File: src/rtl/healthcare_alarm_sequencer.sv
// Debounces per-channel abnormality flags into latched alarms and serialises them to a notifier.
// Latency: raise to alarmValid is 1 cycle; alarmValid/alarmCh hold under unbounded alarmReady back-pressure.
module healthcare_alarm_sequencer #(
    parameter int NUM_CH  = 4,
    parameter int PERSIST = 3,
    parameter int RECOVER = 2,
    parameter int CNT_W   = 8,
    localparam int CH_W   = (NUM_CH > 1) ? $clog2(NUM_CH) : 1
) (
    input  logic              clk,
    input  logic              rstN,
    input  logic              sampleValid,
    input  logic [NUM_CH-1:0] abnormal,
    input  logic              alarmReady,
    output logic              alarmValid,
    output logic [CH_W-1:0]   alarmCh,
    output logic [NUM_CH-1:0] alarmActive,
    output logic              anyAlarm,
    output logic [CNT_W-1:0]  eventCount
);

    typedef enum logic [1:0] {
        CH_IDLE,
        CH_ARMING,
        CH_PENDING,
        CH_REPORTED
    } ch_state_e;

    ch_state_e         state_q [NUM_CH];
    ch_state_e         state_d [NUM_CH];
    logic [3:0]        run_q   [NUM_CH];
    logic [3:0]        run_d   [NUM_CH];
    logic [NUM_CH-1:0] active_q, active_d;
    logic              vld_q, vld_d;
    logic [CH_W-1:0]   ch_q, ch_d;
    logic [CNT_W-1:0]  evt_q, evt_d;
    logic              hs;
    logic              pick_vld;
    logic [CH_W-1:0]   pick;

    assign hs = vld_q && alarmReady;

    // Lowest-index PENDING channel, skipping the one already sitting in the output stage.
    always_comb begin
        pick     = '0;
        pick_vld = 1'b0;
        for (int i = NUM_CH - 1; i >= 0; i--) begin
            if (state_q[i] == CH_PENDING && !(vld_q && ch_q == CH_W'(i))) begin
                pick     = CH_W'(i);
                pick_vld = 1'b1;
            end
        end
    end

    always_comb begin
        vld_d = vld_q;
        ch_d  = ch_q;
        evt_d = evt_q;
        if (!vld_q || hs) begin
            vld_d = pick_vld;
            if (pick_vld) begin
                ch_d = pick;
            end
        end
        if (hs && evt_q != {CNT_W{1'b1}}) begin
            evt_d = evt_q + CNT_W'(1);
        end
    end

    always_comb begin
        for (int i = 0; i < NUM_CH; i++) begin
            state_d[i] = state_q[i];
            run_d[i]   = run_q[i];
            // A channel accepted downstream ignores the sample taken at the same edge.
            if (hs && ch_q == CH_W'(i)) begin
                state_d[i] = CH_REPORTED;
                run_d[i]   = 4'd0;
            end else if (sampleValid) begin
                case (state_q[i])
                    CH_IDLE, CH_ARMING: begin
                        if (abnormal[i]) begin
                            if (run_q[i] + 4'd1 == 4'(PERSIST)) begin
                                state_d[i] = CH_PENDING;
                                run_d[i]   = 4'd0;
                            end else begin
                                state_d[i] = CH_ARMING;
                                run_d[i]   = run_q[i] + 4'd1;
                            end
                        end else begin
                            state_d[i] = CH_IDLE;
                            run_d[i]   = 4'd0;
                        end
                    end
                    CH_REPORTED: begin
                        if (abnormal[i]) begin
                            run_d[i] = 4'd0;
                        end else if (run_q[i] + 4'd1 == 4'(RECOVER)) begin
                            state_d[i] = CH_IDLE;
                            run_d[i]   = 4'd0;
                        end else begin
                            run_d[i] = run_q[i] + 4'd1;
                        end
                    end
                    default: ;
                endcase
            end
            active_d[i] = (state_d[i] == CH_PENDING) || (state_d[i] == CH_REPORTED);
        end
    end

    always_ff @(posedge clk or negedge rstN) begin
        if (!rstN) begin
            for (int i = 0; i < NUM_CH; i++) begin
                state_q[i] <= CH_IDLE;
                run_q[i]   <= 4'd0;
            end
            active_q <= '0;
            vld_q    <= 1'b0;
            ch_q     <= '0;
            evt_q    <= '0;
        end else begin
            for (int i = 0; i < NUM_CH; i++) begin
                state_q[i] <= state_d[i];
                run_q[i]   <= run_d[i];
            end
            active_q <= active_d;
            vld_q    <= vld_d;
            ch_q     <= ch_d;
            evt_q    <= evt_d;
        end
    end

    assign alarmValid  = vld_q;
    assign alarmCh     = ch_q;
    assign alarmActive = active_q;
    assign anyAlarm    = |active_q;
    assign eventCount  = evt_q;

endmodule

File: config.mk
export PLATFORM = sky130hd
export DESIGN_NAME = healthcare_alarm_sequencer
export DESIGN_NICKNAME = d
export VERILOG_FILES = /design/src/rtl/healthcare_alarm_sequencer.sv
export SDC_FILE = /design/constraint.sdc
export NUM_CORES = 1
export LEC_CHECK = 0
export ABC_AREA = 1
export CORE_ASPECT_RATIO = 1.5
export CORE_MARGIN = 10
export CORE_UTILIZATION = 51
export CTS_CLUSTER_DIAMETER = 40
export CTS_CLUSTER_SIZE = 8
export DETAILED_ROUTE_END_ITERATION = 8
export PLACE_DENSITY_LB_ADDON = 0.25
export SLEW_MARGIN = 20
export SYNTH_ARGS = -nofsm -noshare
export SYNTH_HDL_FRONTEND = slang
export SYNTH_SLANG_ARGS = --single-unit
File: constraint.sdc
create_clock -name clk -period 1.32 [get_ports clk]
set_input_delay 0.132 -clock clk [delete_from_list [all_inputs] [get_ports clk]]
set_output_delay 0.132 -clock clk [all_outputs]
set_load 0.02 [all_outputs]
* Word-level counts from Yosys, hierarchy flattened
Cells that the tools add are included.
Storage, ports and cells: word-level logic and storage cells 160, memory bits (writable) 0, input port bits 8, memories kept 0, memory bits (read-only) 0, bits in registers 39, latch bits 0
Operators by class: shifts and indexed selects 0, divide/modulo/power cells 0, bitwise operators 0, magnitude comparators 0, reduce and logical (&&, ||, !) cells 47, $add $sub $neg 5, eq/ne operators 32, multiply operators 0, multiplexer cells 64
Operator list (count):
- 4-bit two-way mux | 24
- 2-bit two-way mux | 28
- 2-bit equality test (second input constant) | 18
- 4-bit by 2-bit equality test with 1-bit output (second input constant) | 8
- 4-bit case mux with 2 select lines | 4
- 4-bit by 1-bit adder with 4-bit output (second input constant) | 4
- 2-bit case mux with 2 select lines | 4
- 1-bit logical AND | 14
- 3-bit nonzero test | 4
- 2-bit by 1-bit equality test with 1-bit output (second input constant) | 5
- 2-bit zero test | 5
- 2-bit AND reduction | 5
- 8-bit by 1-bit adder with 8-bit output (second input constant) | 1
- 8-bit inequality test (second input constant) | 1
- 2-bit nonzero test | 4
- 2-bit OR reduction | 4
- 1-bit zero test | 5
- 1-bit logical OR | 5
- 1-bit two-way mux | 4
- 4-bit OR reduction | 1

* Depth between registers and ports, before layout
word-level depth 9, mapped depth 9, mapped depth without buffers 9

* Least setup slack after synthesis
Ideal clock, no wire load.
path kind register to register, from register evt_q[1] (netlist: eventCount[1]), to register evt_q[4] (netlist: eventCount[4]), path buffers 0, setup time 0.134 ns, stages on the path, launching flop included 8, slack -0.188 ns, arrival 1.374 ns, clock period less this slack 1.508 ns, cell sequence dfrtp_1 > ha_1 > inv_1 > nor2_2 > nand3_1 > o21ai_4 > nor2_1 > xor2_1
Between the ends: word-level cells in the longest chain between the ends 2, elaborated cells on any way between the ends 3
RTL lines:
- start: declaration | RTL line 36 | logic [CNT_W-1:0] evt_q, evt_d;
- start signal: assignment | RTL line 129 | evt_q <= evt_d;
- branches (longest 2 deep; another with 8-bit by 1-bit adder with 8-bit output)
Several ways; the timed one is not identified. A chain may end at the register's enable or synchronous reset.

* Worst setup path after layout
from register active_q[2] (netlist: alarmActive[2]), to output port anyAlarm
Between the ends: word-level cells in the longest chain between the ends 1
RTL lines:
- start: declaration | RTL line 33 | logic [NUM_CH-1:0] active_q, active_d;
- start signal: assignment | RTL line 126 | active_q <= active_d;
- 4-bit OR reduction | RTL line 136 | assign anyAlarm = |active_q;
- end: declaration | RTL line 18 | output logic anyAlarm,
Every way passes these cells.

==> impl_metrics.py <==
metrics = {
    "timing": {
        "slew_headroom_pct": 79.2,
        "fmaxAchievable_ghz": 0.676,
        "worst_hold_check_slack_ns": 0.328,
        "final.period_utilization_pct": 112,
        "fin_worst_skew_ns": 0.00811,
        "setup_repair_after_global_routing_missed_its_margin": "true",
        "number_of_pins_with_negative_max_slew_slack_in_the_final_report": 0,
        "tns_ns": -1.07,
        "setup_slack_ns": -0.159,
        "period_minus_slack_ns": 1.48,
        "finalSetupViolCount": 20,
        "worst_slew_pin_slew_ns": 0.312,
        "final-hold-violation-count": 0,
    },
    "setup_path": {
        "setup.worst_path.class": "reg -> out",
        "timing.rr.end": "eventCount[6]",
        "r2r_setup_slack_ns": -0.09,
        "crit_path_max_fanout": 2,
        "timing.critical_path.slowest_stage_cell": "sky130_fd_sc_hd__or4_4",
        "critPathLaunchType": "flop",
        "crit_arrival_ns": 1.35,
        "endpoint_required_time_on_the_critical_path_ns": 1.19,
        "path_delay_family": "simple AND/OR/NAND/NOR gates",
        "crit_path_buffers_inverters": 1,
        "crit_path_cell_trace": "or4_4 > buf_6",
        "reg2regPathDepth": 8,
        "crit-reg2reg-launch": "eventCount[0]",
        "nature_of_the_critical_path_endpoint": "output port",
        "crit_path_max_incr_delay_ns": 0.53,
    },
    "global_routing": {
        "grt.total_usage_pct": 15.4,
        "grt_pass1_wl_um": 9430,
        "grt_antenna_before_repair": 0,
        "grt_start_max_net_pins": 40,
        "globalRoute.totalOverflow": 0,
        "number_of_global_route_vias_before_repair": 2277,
    },
    "clock_network": {
        "cts-buffers-inserted": 5,
        "clock_transition_at_the_registers_of_the_reported_paths_ns": 0.08,
        "ctsRootBufferMaster": "sky130_fd_sc_hd__clkbuf_8",
        "clock_latency_ns": 0.30,
        "cts_max_path_bufs": 2,
        "ctsHtreeMaxLevel": 2,
        "clock-sinks": 39,
        "cts_tree": "built",
    },
    "pwr": {
        "ir_worst_vdd_mv": 1.25,
        "p_leak_nw": 1.74,
        "cellPowerDensity_mw_per_mm2": 2030,
        "power_w": 0.00719,
    },
    "detailed_routing": {
        "drt-pass1-iter-count": 4,
        "via_count": 2334,
        "drc": 0,
        "final_antenna_net_count": 0,
        "routed_wire_length_per_instance_um": 13.8,
        "drt_first_iter_violations": 134,
        "avgViaCountPerCell": 5.24,
        "routed_wirelength_um": 6140,
    },
    "synth": {
        "synth_top_area_share_pct": 41.3,
        "synth.most_common_cell": "sky130_fd_sc_hd__nand2_1",
        "netlist_top_cells_count": "sky130_fd_sc_hd__nand2_1, sky130_fd_sc_hd__inv_1, sky130_fd_sc_hd__dfrtp_1, sky130_fd_sc_hd__nand3_1, sky130_fd_sc_hd__o21ai_0",
        "synth.net_count": 338,
        "synth_enable_flop_cells": 0,
        "async_reset_ff_share_pct": 100,
        "avgSynthCellArea_um2": 7.45,
        "dominant_cells_by_area_after_synthesis": "sky130_fd_sc_hd__dfrtp_1, sky130_fd_sc_hd__nand2_1, sky130_fd_sc_hd__inv_1, sky130_fd_sc_hd__ha_1, sky130_fd_sc_hd__nand3_1",
        "synthFlopType": "sky130_fd_sc_hd__dfrtp_1",
        "synth.yosys.warnings": 0,
        "yosys.cell_types.count": 22,
        "yosys.area.top_type": "sky130_fd_sc_hd__dfrtp_1",
        "syn_area_mm2": 0.00236,
        "synth-seq-cells": 39,
        "netlist_instances": 317,
        "proportion_of_synthesized_chip_area_in_sequential_cells_pct": 41.3,
    },
    "placement": {
        "place_congestion": 0.854,
        "post-place-cells": 423,
        "place_hpwl_um": 3980,
        "io_buffers": 23,
    },
    "floorplanning": {
        "total_number_of_placement_rows": 30,
        "die_h_um": 103,
        "placeableCoreArea_mm2": 0.00450,
        "io-pin-count": 24,
        "die-width_um": 75.6,
        "start_util_pct": 52.4,
        "die_area_mm2": 0.00781,
    },
    "status": {
        "failing_checks": "negative setup slack",
        "outcome": "complete, but fails checks",
    },
    "final_layout": {
        "fill_cells": 303,
        "ant_cells": 0,
        "num-nets-final": 417,
        "final_cells": 445,
        "utilization_pct": 78.8,
        "area_growth_pct": 50.3,
        "layout_cell_share_with_drive_strength_beyond_1_pct": 38.0,
    },
    "job": {
        "timing.max_cap.violations": 0,
    },
    "hold_path": {
        "worst_min_delay_path_class": "in -> async",
    },
}
## worst max path at each step
stage | from | endpoint | cells after the start
3_3_place_gp | alarmActive[1] | anyAlarm | 2
5_1_grt | run_q[8] | alarmActive[1] | 6
6_report | alarmActive[2] | anyAlarm | 2
3_5_place_dp | alarmActive[1] | anyAlarm | 2
2_1_floorplan | eventCount[1] | eventCount[4] | 7
4_1_cts | alarmActive[1] | anyAlarm | 2
## stage by stage
| step | setup slack, ns | cell area, um^2 |
|---|---|---|
| finish | -0.159 | 3550 |
| global route | -0.194 | 3550 |
| CTS | -0.163 | 3180 |
| detailed placement | -0.234 | 2990 |
| global placement | -0.217 | 2990 |
| floorplan | -0.0968 | 2430 |
## final cells by class
type	instances	area, um^2	area share, %
Timing Repair Buffer	74	638	18.0
Sequential cell	39	992	28.0
Multi-Input combinational cell	221	1550	43.5
Inverter	55	214	6.03
Clock buffer	8	100	2.82
Tap cell	48	60.1	1.69
## logic make-up after synthesis
family	Yosys count	synth area share [%]
DFF	39	41.3
adders and majority gates	13	6.89
xor gates and xnor gates	13	4.82
buffers and inverters	57	9.27
and+or+nand+nor	160	29.3
AOI/OAI and AO/OA	35	8.42
## cells in the final DEF (no fill, tap or decap), types with 7 or more instances in the layout
| cell | synthesis | final |
|---|---|---|
| sky130_fd_sc_hd__nand3_1 | 30 | 15 |
| sky130_fd_sc_hd__nand4_1 | 9 | 9 |
| sky130_fd_sc_hd__nor2_2 | 4 | 7 |
| sky130_fd_sc_hd__a21oi_1 | 10 | 10 |
| sky130_fd_sc_hd__inv_2 | 0 | 7 |
| sky130_fd_sc_hd__nand3_2 | 0 | 13 |
| sky130_fd_sc_hd__clkbuf_8 | 0 | 7 |
| sky130_fd_sc_hd__nand2_2 | 0 | 14 |
| sky130_fd_sc_hd__o21ai_1 | 0 | 13 |
| sky130_fd_sc_hd__buf_6 | 0 | 11 |
| sky130_fd_sc_hd__clkdlybuf4s50_1 | 0 | 7 |
| sky130_fd_sc_hd__inv_1 | 55 | 45 |
| sky130_fd_sc_hd__nor2_1 | 18 | 9 |
| sky130_fd_sc_hd__dfrtp_2 | 0 | 13 |
| sky130_fd_sc_hd__nand2_1 | 92 | 78 |
| sky130_fd_sc_hd__dlygate4sd2_1 | 0 | 9 |
| sky130_fd_sc_hd__buf_4 | 1 | 40 |
| sky130_fd_sc_hd__dfrtp_1 | 39 | 26 |
## sequential cells by signal, indices dropped and copies added (netlist names)
signal	cells
alarmCh	2
state_q	8
alarmValid	1
run_q	16
alarmActive	4
eventCount	8
## repair_timing
action	4_1_cts	5_1_grt
hold endpoints to repair	39	0
setup endpoints to repair	41	40
hold buffers	1	0
pin swaps	21	34
cloned	0	0
gates resized for setup	39	95
buffers inserted	3	11
## per-layer routing
layer / vias to the layer above / global-route usage, % / wire [um]
met5: - / 0 / 0
li1: 1163 / - / -
met2: 51 / 28.4 / 3360
met4: 0 / 5.60 / 138
met3: 15 / 4.78 / 323
met1: 1105 / 15.4 / 2310
## power breakdown
part           internal [W]  switching [W]
sequential          0.00167       0.000493
combinational       0.00187        0.00226
clock              0.000477       0.000419
## worst reg2reg max path: stages (launching register included)
cell and delay (ns):
sky130_fd_sc_hd__dfrtp_2 0.39, sky130_fd_sc_hd__ha_4 0.14, sky130_fd_sc_hd__inv_4 0.04, sky130_fd_sc_hd__nor2_4 0.09
sky130_fd_sc_hd__nand3_2 0.10, sky130_fd_sc_hd__o21ai_4 0.23, sky130_fd_sc_hd__buf_6 0.14, sky130_fd_sc_hd__nor2_2 0.04
sky130_fd_sc_hd__xor2_1 0.13
Note: power is estimated with default switching activity, not from simulation.
